File: config.mk
export PLATFORM = sky130hd
export DESIGN_NAME = sdram_arbiter
export DESIGN_NICKNAME = d
export VERILOG_FILES = /design/src/rtl/sdram_arb_pkg.sv /design/src/rtl/sdram_refresh_timer.sv /design/src/rtl/sdram_arbiter.sv
export SDC_FILE = /design/constraint.sdc
export NUM_CORES = 1
export LEC_CHECK = 0
export BUFFER_PORTS_ARGS = -buffer_cell sky130_fd_sc_hd__buf_2
export CAP_MARGIN = 20
export CORE_UTILIZATION = 48
export DETAILED_ROUTE_END_ITERATION = 12
export GPL_ROUTABILITY_DRIVEN = 0
export PLACE_DENSITY = 0.81
export SETUP_SLACK_MARGIN = 0.05
export SYNTH_ARGS = -nofsm -noshare
export SYNTH_HDL_FRONTEND = slang
export SYNTH_SLANG_ARGS = --single-unit
File: constraint.sdc
create_clock -name clk -period 3.8 [get_ports clk]
set_clock_uncertainty 0.1 [all_clocks]
set_input_delay 0.38 -clock clk [delete_from_list [all_inputs] [get_ports clk]]
set_output_delay 0.38 -clock clk [all_outputs]
set_load 0.03 [all_outputs]
File: src/rtl/sdram_arb_pkg.sv
// Shared types and default sizing for the SDRAM command arbiter.
// Holds the FSM state enum and the default address/data/refresh parameters.
package sdram_arb_pkg;

  localparam int ADDR_W_DEF           = 26;
  localparam int DATA_W_DEF           = 8;
  localparam int REFRESH_INTERVAL_DEF = 512;

  typedef enum logic [1:0] {
    ST_IDLE,
    ST_ISSUE,
    ST_HOLD,
    ST_WAIT
  } state_e;

endpackage

File: src/rtl/sdram_refresh_timer.sv
// Free-running refresh timer with pending flag and sticky overrun.
// Ports: clk, resetn, clr_i (refresh strobed), pending_o, overrun_o.
module sdram_refresh_timer
  import sdram_arb_pkg::*;
#(
  parameter int INTERVAL = REFRESH_INTERVAL_DEF
) (
  input  logic clk,
  input  logic resetn,
  input  logic clr_i,
  output logic pending_o,
  output logic overrun_o
);

  localparam int CW = (INTERVAL > 1) ? $clog2(INTERVAL) : 1;
  localparam logic [CW-1:0] LAST = CW'(INTERVAL - 1);

  logic [CW-1:0] cnt_q, cnt_d;
  logic          pend_q, pend_d;
  logic          ovr_q, ovr_d;
  logic          wrap;

  always_comb begin
    wrap  = (cnt_q == LAST);
    cnt_d = wrap ? '0 : cnt_q + CW'(1);
    pend_d = pend_q;
    if (clr_i) pend_d = 1'b0;
    // A new wrap outranks a same-cycle clear: that refresh is a fresh one.
    if (wrap)  pend_d = 1'b1;
    ovr_d = ovr_q | (wrap & pend_q);
  end

  always_ff @(posedge clk or negedge resetn) begin
    if (!resetn) begin
      cnt_q  <= '0;
      pend_q <= 1'b0;
      ovr_q  <= 1'b0;
    end else begin
      cnt_q  <= cnt_d;
      pend_q <= pend_d;
      ovr_q  <= ovr_d;
    end
  end

  assign pending_o = pend_q;
  assign overrun_o = ovr_q;

endmodule

File: src/rtl/sdram_arbiter.sv
// Two-requester SDRAM command arbiter with refresh priority.
// Ports: req_* (requesters), rsp_* (read return), mem_* (controller).
module sdram_arbiter
  import sdram_arb_pkg::*;
#(
  parameter int ADDR_W           = ADDR_W_DEF,
  parameter int DATA_W           = DATA_W_DEF,
  parameter int REFRESH_INTERVAL = REFRESH_INTERVAL_DEF
) (
  input  logic                clk,
  input  logic                resetn,
  input  logic [1:0]          req_valid,
  input  logic [1:0]          req_we,
  input  logic [2*ADDR_W-1:0] req_addr,
  input  logic [2*DATA_W-1:0] req_wdata,
  output logic [1:0]          req_ack,
  output logic [DATA_W-1:0]   rsp_rdata,
  output logic [1:0]          rsp_valid,
  output logic                mem_rd,
  output logic                mem_wr,
  output logic                mem_refresh,
  output logic [ADDR_W-1:0]   mem_addr,
  output logic [DATA_W-1:0]   mem_din,
  input  logic [DATA_W-1:0]   mem_dout,
  input  logic                mem_busy,
  input  logic                mem_data_ready,
  output logic                refresh_overrun
);

  state_e              state_q, state_d;
  logic                owner_q, last_q, is_ref_q, we_q, seen_q;
  logic [ADDR_W-1:0]   addr_q;
  logic [DATA_W-1:0]   din_q, rdata_q;
  logic [1:0]          rvalid_q;
  logic                ref_pend, grant, start, is_read, cap, done, issue;

  sdram_refresh_timer #(
    .INTERVAL (REFRESH_INTERVAL)
  ) u_timer (
    .clk       (clk),
    .resetn    (resetn),
    .clr_i     (mem_refresh),
    .pending_o (ref_pend),
    .overrun_o (refresh_overrun)
  );

  always_comb begin
    grant = 1'b0;
    unique case (1'b1)
      (req_valid == 2'b11): grant = ~last_q;
      (req_valid == 2'b10): grant = 1'b1;
      default:              grant = 1'b0;
    endcase
  end

  always_comb begin
    start   = (ref_pend | (|req_valid)) & ~mem_busy;
    is_read = ~is_ref_q & ~we_q;
    cap     = is_read & mem_data_ready & ~seen_q &
              ((state_q == ST_HOLD) | (state_q == ST_WAIT));
    // Data may arrive in the same cycle busy drops.
    done    = ~mem_busy & (~is_read | seen_q | mem_data_ready);
  end

  always_ff @(posedge clk or negedge resetn) begin
    if (!resetn) state_q <= ST_IDLE;
    else         state_q <= state_d;
  end

  always_comb begin
    state_d = state_q;
    unique case (state_q)
      ST_IDLE:  if (start) state_d = ST_ISSUE;
      ST_ISSUE: state_d = ST_HOLD;
      ST_HOLD:  state_d = ST_WAIT;
      ST_WAIT:  if (done) state_d = ST_IDLE;
      default:  state_d = ST_IDLE;
    endcase
  end

  always_ff @(posedge clk or negedge resetn) begin
    if (!resetn) begin
      owner_q  <= 1'b0;
      last_q   <= 1'b1;
      is_ref_q <= 1'b0;
      we_q     <= 1'b0;
      seen_q   <= 1'b0;
      addr_q   <= '0;
      din_q    <= '0;
      rdata_q  <= '0;
      rvalid_q <= 2'b00;
    end else begin
      rvalid_q <= 2'b00;
      if (state_q == ST_IDLE && start) begin
        is_ref_q <= ref_pend;
        seen_q   <= 1'b0;
        if (!ref_pend) begin
          owner_q <= grant;
          last_q  <= grant;
          we_q    <= req_we[grant];
          addr_q  <= grant ? req_addr[2*ADDR_W-1:ADDR_W]
                           : req_addr[ADDR_W-1:0];
          din_q   <= grant ? req_wdata[2*DATA_W-1:DATA_W]
                           : req_wdata[DATA_W-1:0];
        end
      end
      if (cap) begin
        seen_q   <= 1'b1;
        rdata_q  <= mem_dout;
        rvalid_q <= owner_q ? 2'b10 : 2'b01;
      end
    end
  end

  always_comb begin
    issue       = (state_q == ST_ISSUE);
    mem_refresh = issue & is_ref_q;
    mem_wr      = issue & ~is_ref_q & we_q;
    mem_rd      = issue & ~is_ref_q & ~we_q;
    req_ack     = 2'b00;
    if (issue && !is_ref_q) req_ack = owner_q ? 2'b10 : 2'b01;
  end

  assign mem_addr  = addr_q;
  assign mem_din   = din_q;
  assign rsp_rdata = rdata_q;
  assign rsp_valid = rvalid_q;

endmodule
After elaboration in Yosys (flattened, before gate mapping)
Index checks and enable logic that the tools add are counted.

Equal/unequal tests: 8. Add/subtract/negate cells: 1. Bitwise operators: 23. Multiplexer cells: 16. Order comparisons: 1. Reductions and logical operators: 9.

Operators with widths (count): $mux 26 (1); $and 1x1->1 (11); $mux 2 (5); $add 9x1->9 const B (1); $eq 9x9->1 const B (1); $mux 9 (1); $eq 2x2->1 const B (4); $mux 8 (1); $pmux 2 s4 (1); $not 1->1 (7); $mux 1 (6); $or 1x1->1 (5); $ne 2x2->1 const B (2); $reduce_and 2->1 (2); $reduce_bool 2->1 (2); $eq 2x1->1 const B (1); $logic_and 1x1->1 (2); $logic_not 2->1 (1); $lt 1x2->1 const B (1); $pmux 1 s2 (1); $reduce_or 2->1 (1); $logic_not 1->1 (1).

Bits of input ports: 84. Bits in registers: 62. Output and inout bits: 50. Word-level logic and storage cells: 71.

Depth between registers and ports, before layout
Word-level depth: 8. Depth in mapped cells: 7. Mapped depth without buffers: 6.

Modules after synthesis
From an unflattened synthesis, not the netlist that was laid out.

Cells, all modules: 216. Area total of the unflattened synthesis: 3050.4 sq um.

By module, submodules not included: sdram_arbiter (times used 1, seq. area each 1277.5 sq um, cells each 174, area an instance 2580.0 sq um); sdram_refresh_timer (times used 1, seq. area each 275.3 sq um, cells each 42, area an instance 470.5 sq um).

Worst setup path before layout
No wires, ideal clock.

Path type: reg-to-reg. Start point: register state_q[0]. End point: register addr_q[10] (netlist: mem_addr[10]). Arrival time: 1.558 ns. Data required time: 3.575 ns. Buffers on the path: 2. Slack: 2.018 ns. Stages on the path, launching flop included: 8. Path through: dfrtp_1 > inv_1 > ha_1 > nand2b_1 > nor3_2 > buf_4 > buf_4 > mux2_2.

Longest elaborated chain between the ends: 3.

RTL lines: from (decl) (line sdram_arbiter.sv:30) `state_e state_q, state_d;`; from (signal assigned) (line sdram_arbiter.sv:67) `else state_q <= state_d;`; $logic_not 2->1 (line sdram_arbiter.sv:94) `if (state_q == ST_IDLE && start) begin`; $logic_and 1x1->1 (line sdram_arbiter.sv:94); $reduce_and 2->1 (no line); to (signal assigned) (line sdram_arbiter.sv:101) `addr_q <= grant ? req_addr[2*ADDR_W-1:ADDR_W]`; to (decl) (line sdram_arbiter.sv:32) `logic [ADDR_W-1:0] addr_q;`.

No other way between the ends. A chain may end at the register's enable or synchronous reset.

Worst setup path after layout
Start point: register last_q. End point: register din_q[6] (netlist: mem_din[6]).

Longest elaborated chain between the ends: 3.

RTL lines: from (decl) (line sdram_arbiter.sv:31) `logic owner_q, last_q, is_ref_q, we_q, seen_q;`; from (signal assigned) (line sdram_arbiter.sv:99) `last_q <= grant;`; $not 1->1 (line sdram_arbiter.sv:50) `(req_valid == 2'b11): grant = ~last_q;`; $pmux 1 s2 (line sdram_arbiter.sv:49) `unique case (1'b1)`; $mux 8 (line sdram_arbiter.sv:103) `din_q <= grant ? req_wdata[2*DATA_W-1:DATA_W]`; to (signal assigned) (line sdram_arbiter.sv:103); to (decl) (line sdram_arbiter.sv:33) `logic [DATA_W-1:0] din_q, rdata_q;`.

No other way between the ends.

==> impl_metrics.toml <==
[status]
run_status = "completed"

[timing]
final_critical_path_share_of_the_clock_period_pct = 59.8
unrepaired_setup_endpoints_after_global_routing = "no"
report.final.slew_viol_count = 0
hold_viol_final = 0
tightestPinTransition_ns = 0.613
time_the_final_worst_path_needs_with_i_o_delays_and_setup_ns = 2.27
fin_tns_setup_ns = 0
worst_slew_margin_rel_pct = 59.0
final_setup_violation_count = 0
max_freq_ghz = 0.440

[clock_tree]
clk_root_buffer_cell = "clkbuf_8"
post_cts_sizing_count = 0
cts_tree = "done"
clkLatencyLatePin_ns = 0.33
number_of_clock_sinks_seen_by_cts = 62
cts-buffers-inserted = 9
cts.clk_slew.worst_paths_ns = 0.06
clock_tree.htree_level_count = 3
clk_path_buf_depth = 2

[floorplan]
chipHeight_um = 81.8
die_w_um = 81.8
top_level_ports = 134
floorplan.die_area_um2 = 6690
coreArea_um2 = 6030
floorplan.rows = 28
initial_utilization_pct = 50.7

[detailed_routing]
vias = 2219
routed_wl_mm = 6.47
ant_nets = 0
detail_route.first_pass.iterations = 4
detail_route.wl_per_cell_um = 14.9
drt_iter0_markers = 59
drc_errors = 0
average_vias_per_placed_instance = 5.11

[job]
timing.max_cap.violations = 0

[grt]
overall_track_demand_over_capacity_in_global_routing_pct = 21.4
antenna_violations_before_repair = 0
global_route_wire_length_before_repair_mm = 10.3
grt_start_max_net_pins = 37
grt_overflow = 0
first_global_vias = 2307

[critical_path]
ff2ff_setup_slack_ns = 1.53
timing.setup.critical_path_class = "reg2reg"
timing.critical_path.from_type = "register"
critical_path.max_fanout = 26
worstReg2RegEnd = "mem_din[6]"
startpoint = "last_q"
cp.required_ns = 3.92
critical_path_data_arrival_time_ns = 2.39
regToRegStartpoint = "last_q"
cp-end-kind = "register"
worst_r2r_path_depth = 4

[pwr]
power.net_switching_mw = 1.23
power.ir.vdd_worst_mv = 0.499
p_seq_share_pct = 35.2
p_comb_share_pct = 46.3
power.total_mw = 3.07
clock_network_power_share_pct = 18.5
power_density_nw_per_um2 = 770
swShare_pct = 40.1
cell_internal_pwr_mw = 1.84
power.leakage_nw = 2.03

[finish]
most_frequent_standard_cell_in_the_layout_excluding_fill_and_tap_cells = "buf_2"
area_growth_pct = 30.5
leading_cell_types_in_the_layout_fill_and_taps_excluded = "133 x buf_2, 61 x dfrtp_1, 53 x mux2_2, 27 x mux2_4, 12 x nor2_1"
drive_above_1_share_pct = 65.2
nets = 447
antenna-diode-count = 0

[synthesis]
synth_sequential_area_ratio_pct = 50.8
synth_cell_types = 33
synth_top_cells_by_area = "dfrtp_1 50%, mux2_2 20%, mux2_4 13%"
ys_seq_elements = 62
synth.net_count = 308
synth_top_cell_area_share_pct = 50.0
yosysWarnings = 0
syn-cell-area_um2 = 3050
postSynthCellCount = 217
avgSynthCellArea_um2 = 14.1
synth_top_area_cell = "dfrtp_1"

[worst_hold_path]
hold_path.class = "in2reg"
holdPathEnd = "rsp_rdata[6]"
timing.hold.worst_path_depth = 2
hp-start = "mem_dout[6]"

[place]
port-buffer-count = 133
hpwl_mm = 4.79
==> critical path: stages (launching register included) <==
cell      delay, ns
dfstp_2        0.38
a21boi_4       0.51
buf_4          0.48
mux2_2         0.39
mux2_2         0.27
==> per-layer routing <==
metal / global-route usage [%] / up-vias / part of all wire [%]
met5: 0 / - / 0
met4: 13.7 / 0 / 3.4
met3: 4.89 / 22 / 5.5
met2: 38.5 / 85 / 52
met1: 22.3 / 1067 / 39
li1: - / 1045 / -
==> synthesized netlist by cell type <==
cell type	instances
a21oi_1	3
buf_4	3
mux2i_1	2
mux2_2	53
clkbuf_1	1
or3_1	2
or4_1	1
nor3_1	2
o21ba_2	1
o21a_1	1
buf_6	4
inv_1	4
dfrtp_1	61
ha_1	7
xor2_1	2
o21ai_0	5
a21o_1	1
and2_1	3
buf_2	2
a21boi_1	1
nand3_1	3
dfstp_2	1
nor2_1	12
a2bb2oi_1	1
nor3_2	1
nand2_1	4
nor4_1	2
nand2b_1	3
o31ai_1	1
a221oi_1	1
mux2_4	27
nor2b_1	1
xnor2_1	1
==> power by group through the flow <==
stage          Sequential, mW  Combinational [mW]  Clock, mW
3_5_place_dp             1.09                1.43          0
6_report                 1.08                1.42      0.568
5_1_grt                  1.12                1.51      0.609
4_1_cts                  1.08                1.43      0.580
2_1_floorplan            1.54               0.568          0
3_3_place_gp             1.07                1.40          0
==> worst max path at each step <==
stage	to	depth (start not counted)
3_3_place_gp	mem_din[1]	5
4_1_cts	mem_din[6]	4
2_1_floorplan	mem_addr[10]	7
6_report	mem_din[6]	4
3_5_place_dp	mem_din[2]	5
5_1_grt	mem_din[6]	4
==> final cells by class <==
class | instances | area (um^2)
multi-input combinational | 141 | 1430
tap | 75 | 93.8
fill | 493 | 2040
timing repair buffer | 138 | 706
sequential | 62 | 1550
inverter | 4 | 15.0
clock inverter | 1 | 30.0
clock buffer | 13 | 159
==> flip-flops by register name (all words and copies together) (netlist names) <==
name / flops
u_timer.overrun_o: 1
rsp_valid: 2
rsp_rdata: 8
state_q: 2
last_q: 1
owner_q: 1
mem_addr: 26
seen_q: 1
is_ref_q: 1
u_timer.cnt_q: 9
u_timer.pending_o: 1
we_q: 1
mem_din: 8
==> what timing repair did <==
item | 4_1_cts | 5_1_grt
setup buffers | 0 | 0
hold buffers | 1 | 0
endpoints found under the hold margin | 26 | 0
==> metrics by stage <==
step / instance area [um^2] / setup slack (ns) / utilization [%] / instances / hold WS, ns
floorplan: 3050 / 2.02 / - / 217 / -0.0156
global placement: 3780 / 1.46 / 62.7 / 418 / 0.324
detailed placement: 3780 / 1.40 / 62.7 / 418 / 0.322
CTS: 3980 / 1.53 / 66.0 / 433 / 0.163
global route: 3990 / 1.47 / 66.1 / 434 / 0.160
finish: 3990 / 1.53 / 66.1 / 434 / 0.175
==> kinds of logic after synthesis <==
group                    after synthesis  synth area share [%]
XOR/XNOR                               3                 0.860
adder cells (fa/ha/maj)                7                  2.87
buffers and inverters                 14                  3.15
AO/OA/AOI/OAI                         15                  3.20
flip-flops                            62                  50.8
multiplexers                          82                  33.5
AND/OR/NAND/NOR                       34                  5.61
Note: power is estimated with default switching activity, not from simulation.
